$ cat src/rtl/apb_arbiter.sv
// Two-requester APB master: round-robin grant, SETUP/ACCESS sequencing, per-requester completion.
// Stalled ACCESS phases are aborted with an error after TIMEOUT_CYCLES cycles without pready.
module apb_arbiter #(
   parameter int ADDR_WIDTH     = 32,
   parameter int DATA_WIDTH     = 32,
   parameter int TIMEOUT_CYCLES = 16
) (
   input  logic                  pclk,
   input  logic                  presetn,
   input  logic                  m0_valid,
   input  logic [ADDR_WIDTH-1:0] m0_addr,
   input  logic [DATA_WIDTH-1:0] m0_wdata,
   input  logic                  m0_write,
   input  logic [3:0]            m0_strb,
   output logic                  m0_done,
   output logic [DATA_WIDTH-1:0] m0_rdata,
   output logic                  m0_err,
   input  logic                  m1_valid,
   input  logic [ADDR_WIDTH-1:0] m1_addr,
   input  logic [DATA_WIDTH-1:0] m1_wdata,
   input  logic                  m1_write,
   input  logic [3:0]            m1_strb,
   output logic                  m1_done,
   output logic [DATA_WIDTH-1:0] m1_rdata,
   output logic                  m1_err,
   output logic [ADDR_WIDTH-1:0] paddr,
   output logic [DATA_WIDTH-1:0] pdata,
   output logic                  pwrite,
   output logic [3:0]            pstb,
   output logic                  psel,
   output logic                  penable,
   input  logic [DATA_WIDTH-1:0] prdata,
   input  logic                  pready,
   input  logic                  perr
);

   localparam int CW = $clog2(TIMEOUT_CYCLES);

   typedef enum logic [1:0] {S_IDLE, S_SETUP, S_ACCESS, S_DONE} state_t;

   state_t                r_state, w_state_nxt;
   logic [CW-1:0]         r_cnt, w_cnt_nxt;
   logic                  r_last, w_last_nxt;
   logic                  r_win, w_win_nxt;
   logic [ADDR_WIDTH-1:0] r_paddr, w_paddr_nxt;
   logic [DATA_WIDTH-1:0] r_pdata, w_pdata_nxt;
   logic                  r_pwrite, w_pwrite_nxt;
   logic [3:0]            r_pstb, w_pstb_nxt;
   logic                  r_psel, w_psel_nxt;
   logic                  r_penable, w_penable_nxt;
   logic                  r_m0_done, r_m1_done, r_m0_err, r_m1_err;
   logic [DATA_WIDTH-1:0] r_m0_rdata, r_m1_rdata;
   logic                  w_gnt1;
   logic                  w_fin, w_fin_err;
   logic [DATA_WIDTH-1:0] w_fin_rdata;

   // On a tie the requester that did not win last time is served.
   assign w_gnt1 = m1_valid & (~m0_valid | ~r_last);

   always_comb begin
      w_state_nxt   = r_state;
      w_cnt_nxt     = r_cnt;
      w_last_nxt    = r_last;
      w_win_nxt     = r_win;
      w_paddr_nxt   = r_paddr;
      w_pdata_nxt   = r_pdata;
      w_pwrite_nxt  = r_pwrite;
      w_pstb_nxt    = r_pstb;
      w_psel_nxt    = r_psel;
      w_penable_nxt = r_penable;
      w_fin         = 1'b0;
      w_fin_err     = 1'b0;
      w_fin_rdata   = '0;
      case (r_state)
         S_IDLE: begin
            w_psel_nxt    = 1'b0;
            w_penable_nxt = 1'b0;
            if (m0_valid | m1_valid) begin
               w_win_nxt    = w_gnt1;
               w_last_nxt   = w_gnt1;
               w_paddr_nxt  = w_gnt1 ? m1_addr  : m0_addr;
               w_pdata_nxt  = w_gnt1 ? m1_wdata : m0_wdata;
               w_pwrite_nxt = w_gnt1 ? m1_write : m0_write;
               w_pstb_nxt   = w_gnt1 ? m1_strb  : m0_strb;
               w_psel_nxt   = 1'b1;
               w_state_nxt  = S_SETUP;
            end
         end
         S_SETUP: begin
            w_penable_nxt = 1'b1;
            w_cnt_nxt     = '0;
            w_state_nxt   = S_ACCESS;
         end
         S_ACCESS: begin
            if (pready) begin
               w_fin       = 1'b1;
               w_fin_err   = perr;
               w_fin_rdata = r_pwrite ? '0 : prdata;
            end else if (r_cnt == CW'(TIMEOUT_CYCLES - 1)) begin
               w_fin     = 1'b1;
               w_fin_err = 1'b1;
            end else begin
               w_cnt_nxt = r_cnt + 1'b1;
            end
            if (w_fin) begin
               w_psel_nxt    = 1'b0;
               w_penable_nxt = 1'b0;
               w_state_nxt   = S_DONE;
            end
         end
         default: w_state_nxt = S_IDLE;
      endcase
   end

   always_ff @(posedge pclk or negedge presetn) begin
      if (!presetn) begin
         r_state    <= S_IDLE;
         r_cnt      <= '0;
         r_last     <= 1'b1;
         r_win      <= 1'b0;
         r_paddr    <= '0;
         r_pdata    <= '0;
         r_pwrite   <= 1'b0;
         r_pstb     <= '0;
         r_psel     <= 1'b0;
         r_penable  <= 1'b0;
         r_m0_done  <= 1'b0;
         r_m0_err   <= 1'b0;
         r_m0_rdata <= '0;
         r_m1_done  <= 1'b0;
         r_m1_err   <= 1'b0;
         r_m1_rdata <= '0;
      end else begin
         r_state    <= w_state_nxt;
         r_cnt      <= w_cnt_nxt;
         r_last     <= w_last_nxt;
         r_win      <= w_win_nxt;
         r_paddr    <= w_paddr_nxt;
         r_pdata    <= w_pdata_nxt;
         r_pwrite   <= w_pwrite_nxt;
         r_pstb     <= w_pstb_nxt;
         r_psel     <= w_psel_nxt;
         r_penable  <= w_penable_nxt;
         // Completion outputs live for the single DONE cycle only.
         r_m0_done  <= w_fin & ~r_win;
         r_m0_err   <= w_fin & ~r_win & w_fin_err;
         r_m0_rdata <= (w_fin & ~r_win) ? w_fin_rdata : '0;
         r_m1_done  <= w_fin & r_win;
         r_m1_err   <= w_fin & r_win & w_fin_err;
         r_m1_rdata <= (w_fin & r_win) ? w_fin_rdata : '0;
      end
   end

   assign paddr    = r_paddr;
   assign pdata    = r_pdata;
   assign pwrite   = r_pwrite;
   assign pstb     = r_pstb;
   assign psel     = r_psel;
   assign penable  = r_penable;
   assign m0_done  = r_m0_done;
   assign m0_rdata = r_m0_rdata;
   assign m0_err   = r_m0_err;
   assign m1_done  = r_m1_done;
   assign m1_rdata = r_m1_rdata;
   assign m1_err   = r_m1_err;

endmodule

$ cat config.mk
export PLATFORM = sky130hd
export DESIGN_NAME = apb_arbiter
export DESIGN_NICKNAME = d
export VERILOG_FILES = /design/src/rtl/apb_arbiter.sv
export SDC_FILE = /design/constraint.sdc
export NUM_CORES = 1
export LEC_CHECK = 0
export ABC_AREA = 1
export BUFFER_PORTS_ARGS = -buffer_cell sky130_fd_sc_hd__buf_2
export CAP_MARGIN = 20
export CORE_AREA = 2 2 123 125
export CTS_BUF_LIST = sky130_fd_sc_hd__clkbuf_4
export DETAILED_ROUTE_END_ITERATION = 6
export DIE_AREA = 0 0 125 127
export GPL_TIMING_DRIVEN = 1
export PLACE_DENSITY_LB_ADDON = 0.25
export SLEW_MARGIN = 20
export SYNTH_ARGS = -nofsm -noshare
export SYNTH_HDL_FRONTEND = slang
export SYNTH_SLANG_ARGS = --single-unit
$ cat constraint.sdc
create_clock -name pclk -period 2.25 [get_ports pclk]
set_clock_uncertainty 0.15 [all_clocks]
set_input_delay 0.225 -clock pclk [delete_from_list [all_inputs] [get_ports pclk]]
set_output_delay 0.225 -clock pclk [all_outputs]
set_load 0.05 [all_outputs]
# [Word-level counts from Yosys, hierarchy flattened]
# Index checks and enable logic that the tools add are counted.
[word_totals] out_inout_bits=139 reg_bits=147 in_bits=176 word_cells=68
[classes] n_bitwise=10 n_mux=25 n_addsub=1 reduce_logical=9 n_eq_ne=7
[ops] op="$mux 32" count=7
[ops] op="$mux 4" count=3
[ops] op="$mux 1" count=9
[ops] op="$ne 2x2->1 const B" count=4
[ops] op="$pmux 4 s2" count=1
[ops] op="$reduce_and 2->1" count=4
[ops] op="$pmux 2 s3" count=1
[ops] op="$and 1x1->1" count=5
[ops] op="$add 4x1->4 const B" count=1
[ops] op="$eq 4x4->1 const B" count=1
[ops] op="$mux 2" count=2
[ops] op="$reduce_bool 2->1" count=2
[ops] op="$not 1->1" count=3
[ops] op="$pmux 1 s3" count=1
[ops] op="$reduce_and 3->1" count=1
[ops] op="$reduce_bool 3->1" count=1
[ops] op="$eq 2x1->1 const B" count=1
[ops] op="$eq 2x2->1 const B" count=1
[ops] op="$logic_not 2->1" count=1
[ops] op="$or 1x1->1" count=2
[ops] op="$pmux 1 s2" count=1

# [Depth between registers and ports, before layout]
# Gate-level depths: netlist of the first run.
[logic_depth] depth_word=7 mapped_depth=8 mapped_depth_nobuf=6

# [Worst setup path after synthesis of the first run]
# No wires, ideal clock.
[synth_timing] kind="reg2reg" start="register r_state[0]" end="register r_m0_rdata[1], in the netlist m0_rdata[1]" arrival_ps=1396 period_less_slack_ps=1621 stages_incl_launch_ff=9 n_path_buf=2 slack_ps=629 setup_time_ps=75 required_time_ps=2025 path_cell_list="dfrtp_1 > inv_1 > ha_1 > buf_4 > inv_2 > nor3_4 > buf_12 > nand2_4 > nor2_1"
[synth_via] elab_chain_cells=4 elab_cells_between_ends=5 classes_between="eq/ne: 1; mux: 3; bitwise: 1"
[synth_lines] item="start, declared" line_no="41" source="state_t r_state, w_state_nxt;"
[synth_lines] item="start signal, assigned" line_no="134" source="r_state <= w_state_nxt;"
[synth_lines] item="$eq 2x2->1 *" line_no="74" source="case (r_state)"
[synth_lines] item="$mux 1" line_no="74"
[synth_lines] item="$and 1x1->1" line_no="147" source="r_m0_rdata <= (w_fin & ~r_win) ? w_fin_rdata : '0;"
[synth_lines] item="$mux 32 *" line_no="147"
[synth_lines] item="end signal, assigned" line_no="147"
[synth_lines] item="end, declared" line_no="52" source="logic [DATA_WIDTH-1:0] r_m0_rdata, r_m1_rdata;"
# Every way passes the cells marked *; elsewhere a longest branch is shown, timed or not.
# A chain may end at the register's enable or synchronous reset.

# [Worst setup path in the final report of the first run]
[layout_timing] start="register r_state[1]" end="register r_paddr[18], in the netlist paddr[18]"
[layout_via] elab_chain_cells=2
[layout_lines] item="$logic_not 2->1" line_no="74"
[layout_lines] item="$reduce_and 2->1 (no source line)"
[layout_lines] item="end signal, assigned" line_no="138" source="r_paddr <= w_paddr_nxt;"
[layout_lines] item="end, declared" line_no="45" source="logic [ADDR_WIDTH-1:0] r_paddr, w_paddr_nxt;"
# Every way passes these cells.

==> flow_metrics.tcl, run 1 <==
set metrics [dict create \
    worst_pin_slew_ns 0.544 \
    cp_max_fo 44 \
    fill_cells 1033 \
    grt_pass1_wl_um 35900 \
    synth_compound_area_share_pct 11.0 \
    clock_tree.buffer_depth 2 \
    start_util_pct 44.7 \
    max_slew_margin_pct 63.7 \
    path_cells "inv_1, ha_1, inv_2, buf_4, o21ai_0, o21ai_0" \
    cts_tree "yes" \
    area_growth_pct 59.7 \
    totalNegativeSetupSlack_ns 0 \
    synth_area_leaders "dfrtp_1, nand2_1, o21ai_0, nor2_1, inv_1" \
    ctsHoldBuffers 176 \
    hold_path.class "in -> async" \
    ys_seq_area_share_pct 57.1 \
    required_ns 2.50 \
    drv_slew 0 \
    cp_slowest_cell "dfrtp_1" \
    ff2ff_path_depth 6 \
    status "finished, final reports clean" \
    synth_top_family_by_area "simple AND/OR/NAND/NOR gates" \
    arrival_ns 2.14 \
    synth_seq_cells 147 \
    path_delay_family "buffers and inverters" \
    worstSetupPathType "reg -> reg" \
    vias 7099 \
    netlist_area_um2 6440 \
    clk_pin_slew_ns 0.13 \
    numCtsBuffers 17 \
    antenna_found_initial 0 \
    synth_xor_area_share_pct 0.136 \
    timing.rr.start "r_state[1]" \
    overflow 0 \
    final.setup.worst_slack_ns 0.361 \
    max_freq_ghz 0.529 \
    leakage_nw 5.62 \
    cpPeakStageDelay_ns 0.44 \
    crit_top_cell "o21ai_0" \
    dp_worst_setup_slack_ns 0.463 \
    track_usage_pct 28.1 \
    yosysUniqueCellTypes 22 \
    total_power_mw 11.6 \
    cp-end-kind "flop" \
    hold_violations 0 \
    grt_setup_unrepaired "no" \
    cts.repair.resized 0 \
    n_antenna_cell 0 \
    worstSetupStartpointType "flop" \
    seq_area_um2 3680 \
    grt_max_degree 68 \
    p_sw_mw 5.85 \
    muxShareOfSynthArea_pct 0 \
    wl_per_cell_um 15.3 \
    final_common_cell "buf_2" \
    fin_area_um2 10300 \
    yosysTopAreaCell "dfrtp_1" \
    internal_power_mw 5.73 \
    cts_root_buffer "clkbuf_4" \
    multiInputGateArea_um2 2230 \
    finalCritPeriodShare_pct 83.9 \
    cts_sinks 147 \
    ant_nets 0 \
    dr.pass1.iters 5 \
    ios 315 \
    clkLatencyLatePin_ns 0.53 \
    ff2ff_setup_slack_ns 0.36 \
    synth_fa_ha_area_share_pct 0.971 \
    powerDensity_nw_per_um2 1130 \
    synth_simple_gate_area_share_pct 22.3 \
    reg2reg_to "paddr[18]" \
    crit_buf_inv 3 \
    dieHeight_um 127 \
    grt_pass1_vias 7380 \
    critical_path_depth 6 \
    vias_per_cell 4.91 \
    setup_viol 0 \
    synth_warnings 0 \
    wirelength_um 22000 \
    avgSynthCellArea_um2 8.33 \
    synthesis.nets 954 \
    dpl.hpwl_um 12600 \
    core_area_um2 14400 \
    chipWidth_um 125 \
    hold_slack_ns 0.0584 \
    htree_levels 4 \
    final_nets 1430 \
    drc 0 \
    netlist_instances 773 \
    seqPwrFrac_pct 32.7 \
    swShare_pct 50.5 \
    p_comb_share_pct 51.8 \
    period_needed_ns 1.89 \
    cap_violations 0 \
    dr.first_iter.drc_count 501 \
    die-area_um2 15900 \
    irDropWorstVdd_mv 0.789 \
    clockPowerShare_pct 15.5 \
    row_count 44 \
    layout_common_cells "buf_2, nand2_1, dlygate4sd3_1" \
    placed_cell_area_um2 8220 \
    drive_above_1_share_pct 29.6 \
    io_buffer_count 314 \
    place_congestion 0.840 \
    postCtsSetupBuffers 0 \
    yosysTopAreaCellShare_pct 56.7 \
]
## power by group through the flow
stage	registers [mW]	logic, mW	clock network [mW]
2_1_floorplan	6.12	1.77	0
4_1_cts	3.76	5.90	1.85
5_1_grt	3.86	6.42	1.95
3_3_place_gp	3.79	5.61	0
6_report	3.78	6.00	1.80
3_5_place_dp	3.80	5.67	0
## cell type report
cell class	count	area share, %
clock inverters	14	1.73
flip-flops and latches	147	35.8
repair buffers	503	34.4
well taps	184	2.24
inverters	81	2.96
multi-input cells	499	21.7
clock buffers	17	1.24
## worst max path at each step
stage	start	to	slack, ns
floorplan	r_state[0]	m0_rdata[1]	0.63
global placement	r_state[0]	pdata[8]	0.54
detailed placement	r_state[0]	paddr[16]	0.46
CTS	r_state[0]	m0_rdata[18]	0.44
global route	r_state[1]	paddr[18]	0.19
finish	r_state[1]	paddr[18]	0.36
## state kept, by name, summed over array words and instances, names as in the netlist, 2 cells and up
register  flops
m0_rdata     32
m1_rdata     32
paddr        32
pdata        32
pstb          4
r_cnt         4
r_state       2
## metal layers
metal  up-vias  wire length, um  global-route usage (%)
li1       3330                -                       -
met1      3257             8350                    32.6
met2       425            10600                    47.5
met3        87             1900                    7.37
met4         0             1160                    16.3
met5         -                0                       0
## cell usage after synthesis, drive strengths merged
| cell | instances |
|---|---|
| ha | 5 |
| dfrtp | 146 |
| inv | 81 |
| nor3 | 1 |
| nor2 | 138 |
| nand3 | 14 |
| dfstp | 1 |
| nand4 | 1 |
| a21oi | 1 |
| xor2 | 1 |
| clkbuf | 15 |
| nand2 | 198 |
| buf | 31 |
| o21ai | 140 |
## cells by family (layout without fill, tap and decap cells)
group           after synthesis  in the layout
buf+inv                     127            615
flops                       147            147
fa+ha+maj                     5              5
simple gates                352            352
xor+xnor                      1              1
compound gates              141            141
## worst reg2reg max path: stages (launching register included)
cell and delay [ns]:
dfrtp_1 0.44, inv_1 0.10, ha_1 0.25, inv_2 0.10
buf_4 0.28, o21ai_0 0.29, o21ai_0 0.16
## metrics by stage
stage               cells  utilization, %
floorplan             773               -
global placement     1238            57.0
detailed placement   1238            57.0
CTS                  1445            71.3
global route         1445            71.3
finish               1445            71.3
Note: power is estimated with default switching activity, not from simulation.
==> run 2, diff against run 1 <==
==> constraint.sdc (replaced) <==
create_clock -name pclk -period 1.75 [get_ports pclk]
set_clock_uncertainty 0.15 [all_clocks]
set_input_delay 0.175 -clock pclk [delete_from_list [all_inputs] [get_ports pclk]]
set_output_delay 0.175 -clock pclk [all_outputs]
set_load 0.05 [all_outputs]
==> flow_metrics.tcl, run 2 (synthesis gave the netlist of run 1 again) <==
set metrics [dict create \
    clk_pin_slew_ns 0.14 \
    irDropWorstVdd_mv 0.964 \
    clkLatencyLatePin_ns 0.55 \
    met1_usage_pct 32.5 \
    cts_root_buffer "clkbuf_4" \
    start_util_pct 44.7 \
    placed_cell_area_um2 8310 \
    fin_area_um2 10500 \
    drc 0 \
    met3_usage_pct 8.58 \
    totalNegativeSetupSlack_ns 0 \
    track_usage_pct 28.5 \
    wirelength_um 22800 \
    max_slew_margin_pct 71.5 \
    powerDensity_nw_per_um2 1470 \
    grt_pass1_vias 7245 \
    area_growth_pct 63.2 \
    hold_path.class "in -> reg" \
    grt_setup_unrepaired "yes" \
    required_ns 2.07 \
    instances_no_fill 1459 \
    cts_tree "yes" \
    worstSetupPathType "reg -> reg" \
    vias_per_cell 4.93 \
    whs_endpoint "pdata[31]" \
    seqPwrFrac_pct 31.5 \
    arrival_ns 2.01 \
    row_count 44 \
    cts_sinks 147 \
    crit_path_start "r_state[0]" \
    antenna_found_initial 2 \
    wl_per_cell_um 15.6 \
    cp-end-kind "flop" \
    ff2ff_setup_slack_ns 0.06 \
    reg2reg_to "paddr[4]" \
    cp_slowest_cell "dfrtp_1" \
    ff2ff_path_depth 8 \
    final_common_cell "buf_2" \
    busiest_layer "met2" \
    worst_pin_slew_ns 0.428 \
    cap_violations 0 \
    swShare_pct 49.5 \
    leakage_nw 5.73 \
    p_comb_share_pct 52.5 \
    hold_slack_ns 0.253 \
    clockPowerShare_pct 16.0 \
    cpPeakStageDelay_ns 0.39 \
    dr.pass1.iters 5 \
    grt_pass1_wl_um 36100 \
    hp-start "m1_wdata[31]" \
    path_cells "inv_1, ha_1, inv_2, nor2_4, buf_12, clkbuf_16, nand2_1, o21ai_0" \
    ant_nets 0 \
    htree_levels 4 \
    status "finished, final reports clean" \
    numCtsBuffers 17 \
    finalCritPeriodShare_pct 96.6 \
    period_needed_ns 1.69 \
    setup_viol 0 \
    chipWidth_um 125 \
    dr.first_iter.drc_count 511 \
    grt_max_degree 89 \
    hold_violations 0 \
    ios 315 \
    worstSetupStartpointType "flop" \
    hold_path_depth 4 \
    vias 7193 \
    groute.layer.met2.usage_pct 48.1 \
    drive_above_1_share_pct 30.4 \
    dpl.hpwl_um 12500 \
    drv_slew 0 \
    cp_max_fo 20 \
    timing.rr.start "r_state[0]" \
    die-area_um2 15900 \
    final_nets 1439 \
    max_freq_ghz 0.592 \
    layout_common_cells "buf_2, nand2_1, dlygate4sd3_1" \
    clock_tree.buffer_depth 2 \
    internal_power_mw 7.79 \
    overflow 0 \
    core_area_um2 14400 \
    place_congestion 0.831 \
    dieHeight_um 127 \
    io_buffer_count 314 \
    p_sw_mw 7.63 \
    place_inst 1243 \
]
run 2: cell types whose count changed in the layout (fill, tap and decap cells not counted), sizes merged:
cell,change
clkinv,+1
inv,-2
clkbuf,+3
bufinv,+1
buf,+7
diode,+4
run 2: power by group through the flow:
stage	Clock (mW)	Combinational (mW)	Sequential (mW)
6_report	2.46	8.10	4.86
5_1_grt	2.67	8.65	4.98
4_1_cts	2.52	7.70	4.83
3_5_place_dp	0	7.41	4.87
3_3_place_gp	0	7.32	4.87
2_1_floorplan	0	2.28	7.87
run 2: what timing repair did:
item	4_1_cts	5_1_grt
endpoints found under the hold margin	287	0
setup buffers	0	2
gates resized for setup	0	16
hold buffers	176	0
endpoints found under the setup margin	0	67
run 2: through the flow:
stage | util, % | power [mW] | setup WS [ns]
6_report | 72.9 | 15.4 | 0.0602
5_1_grt | 72.9 | 16.3 | -0.0437
4_1_cts | 72.1 | 15.0 | 0.0488
3_5_place_dp | 57.6 | 12.3 | 0.0812
3_3_place_gp | 57.6 | 12.2 | 0.0737
2_1_floorplan | - | 10.1 | 0.129
run 2: final cells by class:
cell class | instances | area [um^2]
clock inverters | 14 | 200
clock buffers | 18 | 135
diodes | 4 | 10.0
multi-input cells | 499 | 2250
repair buffers | 512 | 3710
flip-flops and latches | 147 | 3680
inverters | 81 | 304
well taps | 184 | 230
fillers | 983 | 3910
run 2: metal layers:
| layer | wire (um) | vias to the layer above |
|---|---|---|
| met4 | 1140 | 0 |
| met3 | 2090 | 92 |
| met1 | 8440 | 3295 |
| met5 | 0 | - |
| met2 | 11100 | 445 |
| li1 | - | 3361 |
run 2: worst max path at each step:
stage	end	slack, ns	depth (start not counted)
finish	paddr[4]	0.06	8
global route	paddr[3]	-0.04	8
CTS	pwrite	0.05	1
detailed placement	m1_rdata[29]	0.08	7
global placement	m0_rdata[15]	0.07	7
floorplan	m0_rdata[1]	0.13	8
run 2: critical path: cells and delay by family (launching register included):
kind	cells	cell delay (ns)
buf+inv	4	0.52
fa+ha+maj	1	0.20
compound gates	1	0.15
simple gates	2	0.20
flops	1	0.39
